$ cat src/rtl/credit_retry_requester.sv
// credit_retry_requester
//   Initiator end of a credit/retry request channel. Local requests go through a one-beat launch
//   register to the receiver. A beat the receiver retries is parked in a per-id table. When the
//   receiver grants a credit for that id, the beat is replayed with tx_credit_o=1. No request is
//   ever dropped, and each id has at most one outstanding beat.
// Ports
//   clk, reset                      clock; synchronous active-high reset
//   req_valid_i/req_id_i/req_payload_i/req_ready_o   local request handshake
//   tx_valid_o/tx_id_o/tx_payload_o/tx_credit_o      registered downstream beat
//   tx_ready_i, tx_retry_i          receiver accept / reject of the current beat
//   credit_gnt_i, credit_id_i       credit grant for one id
//   parked_cnt_o                    number of PARKED or CREDITED entries
//   err_o                           sticky protocol error
module credit_retry_requester #(
  parameter int unsigned ID_W      = 3,
  parameter int unsigned PAYLOAD_W = 5
) (
  input  logic                 clk,
  input  logic                 reset,
  input  logic                 req_valid_i,
  input  logic [ID_W-1:0]      req_id_i,
  input  logic [PAYLOAD_W-1:0] req_payload_i,
  output logic                 req_ready_o,
  output logic                 tx_valid_o,
  output logic [ID_W-1:0]      tx_id_o,
  output logic [PAYLOAD_W-1:0] tx_payload_o,
  output logic                 tx_credit_o,
  input  logic                 tx_ready_i,
  input  logic                 tx_retry_i,
  input  logic                 credit_gnt_i,
  input  logic [ID_W-1:0]      credit_id_i,
  output logic [ID_W:0]        parked_cnt_o,
  output logic                 err_o
);

  localparam int unsigned NumEnt = 2 ** ID_W;

  localparam logic [1:0] EntEmpty    = 2'd0;
  localparam logic [1:0] EntParked   = 2'd1;
  localparam logic [1:0] EntCredited = 2'd2;

  localparam logic [ID_W:0] CntOne = {{ID_W{1'b0}}, 1'b1};

  logic [1:0]           ent_st_q [NumEnt];
  logic [1:0]           ent_st_d [NumEnt];
  logic [PAYLOAD_W-1:0] ent_pl_q [NumEnt];
  logic [PAYLOAD_W-1:0] ent_pl_d [NumEnt];

  logic                 tx_valid_q, tx_valid_d;
  logic [ID_W-1:0]      tx_id_q, tx_id_d;
  logic [PAYLOAD_W-1:0] tx_payload_q, tx_payload_d;
  logic                 tx_credit_q, tx_credit_d;
  logic [ID_W:0]        cnt_q, cnt_d;
  logic                 err_q, err_d;

  logic            free;
  logic            retry_ev;
  logic            cred_any;
  logic [ID_W-1:0] cred_idx;
  logic            req_ready;
  logic            replay_load;

  // Launch register can take a new beat when empty or its beat leaves this cycle.
  // Ready and retry together count as ready, so only a bare retry parks the beat.
  always_comb begin
    free     = ~tx_valid_q | tx_ready_i | tx_retry_i;
    retry_ev = tx_valid_q & tx_retry_i & ~tx_ready_i;
  end

  // Lowest-id CREDITED entry wins the replay slot.
  always_comb begin
    cred_any = 1'b0;
    cred_idx = '0;
    for (int i = 0; i < int'(NumEnt); i++) begin
      if (!cred_any && ent_st_q[i] == EntCredited) begin
        cred_any = 1'b1;
        cred_idx = ID_W'(i);
      end
    end
  end

  // Blocking a request whose id is still in flight (and not being accepted) keeps per-id order.
  always_comb begin
    req_ready = free & ~cred_any & (ent_st_q[req_id_i] == EntEmpty) &
                ~(tx_valid_q & (tx_id_q == req_id_i) & ~tx_ready_i);
  end

  always_comb begin
    for (int i = 0; i < int'(NumEnt); i++) begin
      ent_st_d[i] = ent_st_q[i];
      ent_pl_d[i] = ent_pl_q[i];
    end
    tx_valid_d   = tx_valid_q;
    tx_id_d      = tx_id_q;
    tx_payload_d = tx_payload_q;
    tx_credit_d  = tx_credit_q;
    err_d        = err_q;
    replay_load  = 1'b0;

    if (retry_ev) begin
      // A retried replay is a receiver protocol violation; keep the credit it already holds.
      ent_st_d[tx_id_q] = tx_credit_q ? EntCredited : EntParked;
      ent_pl_d[tx_id_q] = tx_payload_q;
      if (tx_credit_q) begin
        err_d = 1'b1;
      end
    end

    // Judged on the registered state, so a credit for an id parked this same cycle is an error.
    if (credit_gnt_i) begin
      if (ent_st_q[credit_id_i] == EntParked) begin
        ent_st_d[credit_id_i] = EntCredited;
      end else begin
        err_d = 1'b1;
      end
    end

    if (free) begin
      if (cred_any) begin
        tx_valid_d         = 1'b1;
        tx_id_d            = cred_idx;
        tx_payload_d       = ent_pl_q[cred_idx];
        tx_credit_d        = 1'b1;
        ent_st_d[cred_idx] = EntEmpty;
        replay_load        = 1'b1;
      end else if (req_valid_i && req_ready) begin
        tx_valid_d   = 1'b1;
        tx_id_d      = req_id_i;
        tx_payload_d = req_payload_i;
        tx_credit_d  = 1'b0;
      end else begin
        tx_valid_d  = 1'b0;
        tx_credit_d = 1'b0;
      end
    end

    unique case ({retry_ev, replay_load})
      2'b10:   cnt_d = cnt_q + CntOne;
      2'b01:   cnt_d = cnt_q - CntOne;
      default: cnt_d = cnt_q;
    endcase
  end

  always_ff @(posedge clk) begin
    if (reset) begin
      for (int i = 0; i < int'(NumEnt); i++) begin
        ent_st_q[i] <= EntEmpty;
        ent_pl_q[i] <= '0;
      end
      tx_valid_q   <= 1'b0;
      tx_id_q      <= '0;
      tx_payload_q <= '0;
      tx_credit_q  <= 1'b0;
      cnt_q        <= '0;
      err_q        <= 1'b0;
    end else begin
      for (int i = 0; i < int'(NumEnt); i++) begin
        ent_st_q[i] <= ent_st_d[i];
        ent_pl_q[i] <= ent_pl_d[i];
      end
      tx_valid_q   <= tx_valid_d;
      tx_id_q      <= tx_id_d;
      tx_payload_q <= tx_payload_d;
      tx_credit_q  <= tx_credit_d;
      cnt_q        <= cnt_d;
      err_q        <= err_d;
    end
  end

  always_comb begin
    req_ready_o  = req_ready;
    tx_valid_o   = tx_valid_q;
    tx_id_o      = tx_id_q;
    tx_payload_o = tx_payload_q;
    tx_credit_o  = tx_credit_q;
    parked_cnt_o = cnt_q;
    err_o        = err_q;
  end

endmodule
$ cat config.mk
export PLATFORM = sky130hd
export DESIGN_NAME = credit_retry_requester
export DESIGN_NICKNAME = d
export VERILOG_FILES = /design/src/rtl/credit_retry_requester.sv
export SDC_FILE = /design/constraint.sdc
export NUM_CORES = 1
export LEC_CHECK = 0
export ABC_AREA = 1
export CORE_MARGIN = 2
export CORE_UTILIZATION = 50
export DETAILED_ROUTE_END_ITERATION = 8
export GPL_TIMING_DRIVEN = 0
export PLACE_DENSITY = 0.67
export SLEW_MARGIN = 20
export SYNTH_ARGS = -nofsm -noshare
export SYNTH_HDL_FRONTEND = slang
export SYNTH_SLANG_ARGS = --single-unit
$ cat constraint.sdc
create_clock -name clk -period 2.8 [get_ports clk]
set_input_delay 0.56 -clock clk [delete_from_list [all_inputs] [get_ports clk]]
set_output_delay 0.56 -clock clk [all_outputs]
set_load 0.02 [all_outputs]
# After elaboration in Yosys (flattened, before gate mapping)
# Memories as Yosys holds them, arrays and structs flattened.
# Index checks and enable logic that the tools add are counted.
# totals
ff_bits	15
ram_bits	56
out_inout_bits	16
wordCells	151
mem_count	2
# mem_list
memory	depth	width	rd	rd_clocked_by_memory_dff	write_ports	line_no	text
ent_pl_q	8	5	9	0	8	46	logic [PAYLOAD_W-1:0] ent_pl_q [NumEnt];
ent_st_q	8	2	10	0	8	44	logic [1:0] ent_st_q [NumEnt];
# op_classes
addsub	2
magnitude_cmp	6
eq_ne	12
muxes	64
bitwise	37
reduce_logical	22
# op_table
cell	count
two-way mux 16 bit	5
two-way mux 5 bit	11
bitwise mux 40 bit	1
two-way mux 40 bit	1
two-way mux 2 bit	12
two-way mux 3 bit	8
two-way mux 1 bit	20
demux 2 bit (select 3 bit)	3
== test 2 bit, second input constant	9
bitwise OR 1 bit	18
AND 16 bit	1
bitwise mux 16 bit	1
inverter 16 bit	1
demux 5 bit (select 3 bit)	1
>= comparator 4 bit, second input constant	3
less-than comparator 4 x 1 -> 1 bit, second input constant	3
inverter 3 -> 4 bit	3
logical AND 1 bit	11
AND 8 bit	1
inverter 8 bit	1
bitwise OR 8 bit	1
one-hot mux 4 bit (2 select lines)	1
AND 1 bit	7
logical NOT 1 bit	7
other kinds (8)	13

# Logic depth before layout (Yosys ltp)
# An unclocked memory read counts as a cell.
# depth
word_depth	34
ltp_mapped	18

# Worst setup path after synthesis
# No wires, ideal clock.
# synth_timing
path_type	flip-flop to output port
start	mem ent_st_q[0][0]
end	out req_ready_o
arrival_ns	1.689
path_slack_ns	0.551
stages_incl_launch_ff	10
cell_sequence	dfxtp_1 -> inv_2 -> nand2_4 -> nand2_4 -> nor2_8 -> nand2_2 -> nor2_4 -> nand3_2 -> buf_2 -> nor3_1
# synth_lines
element	line_no	text
from (decl)	44	
to (decl)	23	output logic req_ready_o,

==> summary.md <==
| Metric | Value |
|---|---|
| Die span in y | `91.9 microns` |
| Wire per inst | `15.0 microns` |
| Min setup slack post-route | `0.140 ns` |
| Buffers on Ports | `31` |
| Via count | `3,938` |
| Status | `finished, final reports clean` |
| Vias in the first global route | `3,618` |
| Drt drc | `0` |
| Post-route clock period utilization | `95.0%` |
| Clock buffer depth | `2` |
| Layout cell share with drive strength beyond 1 | `9.00%` |
| Core area | `7610 sq um` |
| Reg2reg end | `parked_cnt_o[3]$_SDFFE_PP0P_` |
| Synth async-reset ratio | `0%` |
| Final hold vios | `0` |
| Worst Setup Path Type | `register to output port` |
| CP Capture Type | `output port` |
| RR Startpoint | `ent_st_q[0][0]$_SDFF_PP0_` |
| Min-Delay Path Depth | `2` |
| RSZ-0062 raised after global routing | `false` |
| Post-synth EDFFs | `0` |
| Reg clk slew, reported paths | `0.08 ns` |
| Post-route ant nets | `0` |
| Main synth FF type | `dfxtp_1` |
| CP required | `2.24 ns` |
| Layout Utilization | `59.3%` |
| Io pins | `33` |
| Leakage | `1.96 nW` |
| Hold WC Path Type | `register to register` |
| Path depth of the worst reg2reg path | `18` |
| Total gr overflow | `0` |
| Area delta synth->final | `16.9%` |
| Synth Instances | `586` |
| Width of the die | `91.9 microns` |
| Netlist Area Pre-Place | `3860 sq um` |
| Min-delay src | `ent_pl_q[1][4]$_SDFFE_PP0P_` |
| Diodes inserted | `0` |
| Minimum clock period after layout | `2.66 ns` |
| VDD IR max | `0.340 mV` |
| Hold_buf cts | `0` |
| Average size of a mapped cell | `6.58 sq um` |
| H-tree levels | `3` |
| 1st-pass router iterations | `5` |
| Pin slew with the least headroom to its limit | `0.660 ns` |
| Site Rows | `32` |
| Synth unique cells | `41` |
| Global-route wire length before repair | `18,000 microns` |
| Mapped Nets | `606` |
| Hpwl dp | `8190 microns` |
| CTS tree | `built` |
| Clk Latency, worst-skew pair | `0.37 ns` |
| GPL Wtd Cong | `0.899` |
| Gr usage total | `27.3%` |
| FF+latch count, synth | `71` |
| Seq/Total Area, Yosys | `36.8%` |
| Final #Nets | `648` |
| Yosys warning count | `0` |
| Drt total wl | `11,000 microns` |
| Clock Sinks | `71` |
| CTS Buf Count | `9` |
| Fill count | `780` |
| Clock root cell | `clkbuf_8` |
| Fmax | `376 MHz` |
| Worst Hold Path EP | `ent_pl_q[1][4]$_SDFFE_PP0P_` |
| Max-slew violation count | `0` |
| # setup viols final | `0` |
| Initial Util | `50.7%` |
| Full die area | `8440 sq um` |
| Startpoint Class | `register` |
| Post-DR vias/cell | `5.36` |
| Clock Skew | `0.0186 ns` |
| Crit-path max FO | `10` |
| Max-Cap Viols | `0` |
| CP Data Arrival Time | `2.10 ns` |
| Post-Place Worst Slack | `-0.179 ns` |
| Rel. slew slack | `55.8%` |
| Pwr/cell area | `575 nW/um^2` |
| Initial antenna violation count | `0` |
| Largest net degree at the start of global routing | `14` |
| First DRT Iteration DRCs | `267` |
| Worst R2R Setup Slack | `0.28 ns` |
critical path, cell delays in order (launching register included):
cell and delay [ns]:
dfxtp_1 0.38, inv_2 0.07, nand2_4 0.08, nand2_4 0.08, nor2_8 0.16, nand2_2 0.11, nor2_4 0.12, nand3_2 0.13
buf_2 0.23, nor3_1 0.19, clkbuf_2 0.20
synth_stat cells, types with 2 or more instances:
master / count / share of area [%]
dfxtp_1: 71 / 37
buf_1: 6 / 0.58
a21oi_2: 2 / 0.45
nor2_2: 2 / 0.32
xor2_1: 2 / 0.45
nor2_8: 2 / 1.0
clkbuf_1: 7 / 0.68
o31ai_1: 2 / 0.39
o21bai_1: 5 / 0.97
o21ai_1: 11 / 1.4
buf_6: 3 / 0.88
o21ai_0: 58 / 7.5
nor3_1: 12 / 1.6
inv_2: 10 / 0.97
ha_1: 3 / 0.97
nand3_2: 2 / 0.52
o211ai_1: 6 / 1.2
nand2_1: 111 / 11
nand2_4: 5 / 1.5
nor2_1: 112 / 11
nand2_2: 5 / 0.81
nand3_1: 29 / 3.8
inv_1: 59 / 5.7
buf_2: 3 / 0.39
a21oi_1: 42 / 5.4
cell type report:
cell class,instances,area [sq um],share of cell area (%)
Multi-Input combinational cell,425,2070,45.9
Sequential cell,71,1420,31.5
Timing Repair Buffer,31,305,6.77
Inverter,71,269,5.96
Clock buffer,10,128,2.83
Tap cell,102,128,2.83
Buffer,19,97.6,2.16
Clock inverter,6,92.6,2.05
layout by cell type (no fill, tap or decap), types with 5 or more instances in the layout:
master and n:
nand2_1 111, nor3_1 12, inv_2 10, o211ai_1 6, clkdlybuf4s50_1 30, clkbuf_8 9, o21bai_1 5, buf_1 6
dfxtp_1 71, nand2_2 5, o21ai_1 12, nand3_1 29, o21ai_0 57, nor2_1 112, clkbuf_1 8, nand2_4 5
a21oi_1 42, inv_1 59
registers in the layout, summed over array words and instances (netlist names):
signal and cells:
ent_st_q 16, err_o 1, tx_credit_o 1, ent_pl_q 40, tx_payload_o 5, parked_cnt_o 4, tx_id_o 3, tx_valid_o 1
stage by stage:
stage | instance area, sq um | hold WS [ns] | setup TNS, ns | power [mW] | std cells
after floorplan | 3860 | 0.430 | 0 | 1.48 | 586
after global placement | 4300 | 0.440 | -0.220 | 1.67 | 719
after detailed placement | 4300 | 0.446 | -0.179 | 1.68 | 719
after CTS | 4520 | 0.458 | 0 | 2.60 | 735
after global routing | 4510 | 0.480 | 0 | 2.71 | 735
final | 4510 | 0.455 | 0 | 2.59 | 735
metal layers:
metal | wire length (microns) | part of all wire [%] | global-route usage (%)
met3 | 766 | 7.0 | 4.35
met2 | 4950 | 45 | 42.5
met1 | 5140 | 47 | 38.5
met5 | 0 | 0 | 0
met4 | 142 | 1.3 | 9.20
power breakdown:
| group | switching [mW] | internal (mW) | total (mW) | leakage, nW |
|---|---|---|---|---|
| registers | 0.0389 | 1.06 | 1.09 | 0.575 |
| logic | 0.355 | 0.207 | 0.562 | 1.28 |
| clock network | 0.429 | 0.508 | 0.937 | 0.104 |
repair_timing:
| action | 4_1_cts | 5_1_grt |
|---|---|---|
| hold endpoints to repair | 0 | 0 |
| endpoints found under the setup margin | 1 | 2 |
| cloned | 0 | 0 |
| resized for setup | 2 | 3 |
| buffers inserted | 0 | 0 |
how the worst max path moves through the flow:
stage               slack, ns     endpoint                       from  depth (start not counted)
global route             0.01  req_ready_o  ent_st_q[1][0]$_SDFF_PP0_                         10
global placement        -0.22  req_ready_o                req_id_i[1]                          8
CTS                     0.007  req_ready_o  ent_st_q[3][0]$_SDFF_PP0_                         10
floorplan                0.55  req_ready_o  ent_st_q[0][0]$_SDFF_PP0_                          9
finish                   0.14  req_ready_o  ent_st_q[0][0]$_SDFF_PP0_                         10
detailed placement      -0.18  req_ready_o                req_id_i[1]                          8
cells by family after synthesis:
kind of cell / after synthesis / share of synthesized area, %
buffers and inverters: 90 / 9.50
AND/OR/NAND/NOR: 287 / 32.9
adder cells (fa/ha/maj): 3 / 0.973
flip-flops: 71 / 36.8
AO/OA/AOI/OAI: 132 / 19.1
XOR/XNOR: 3 / 0.681
(Power assumes the default switching activity.)
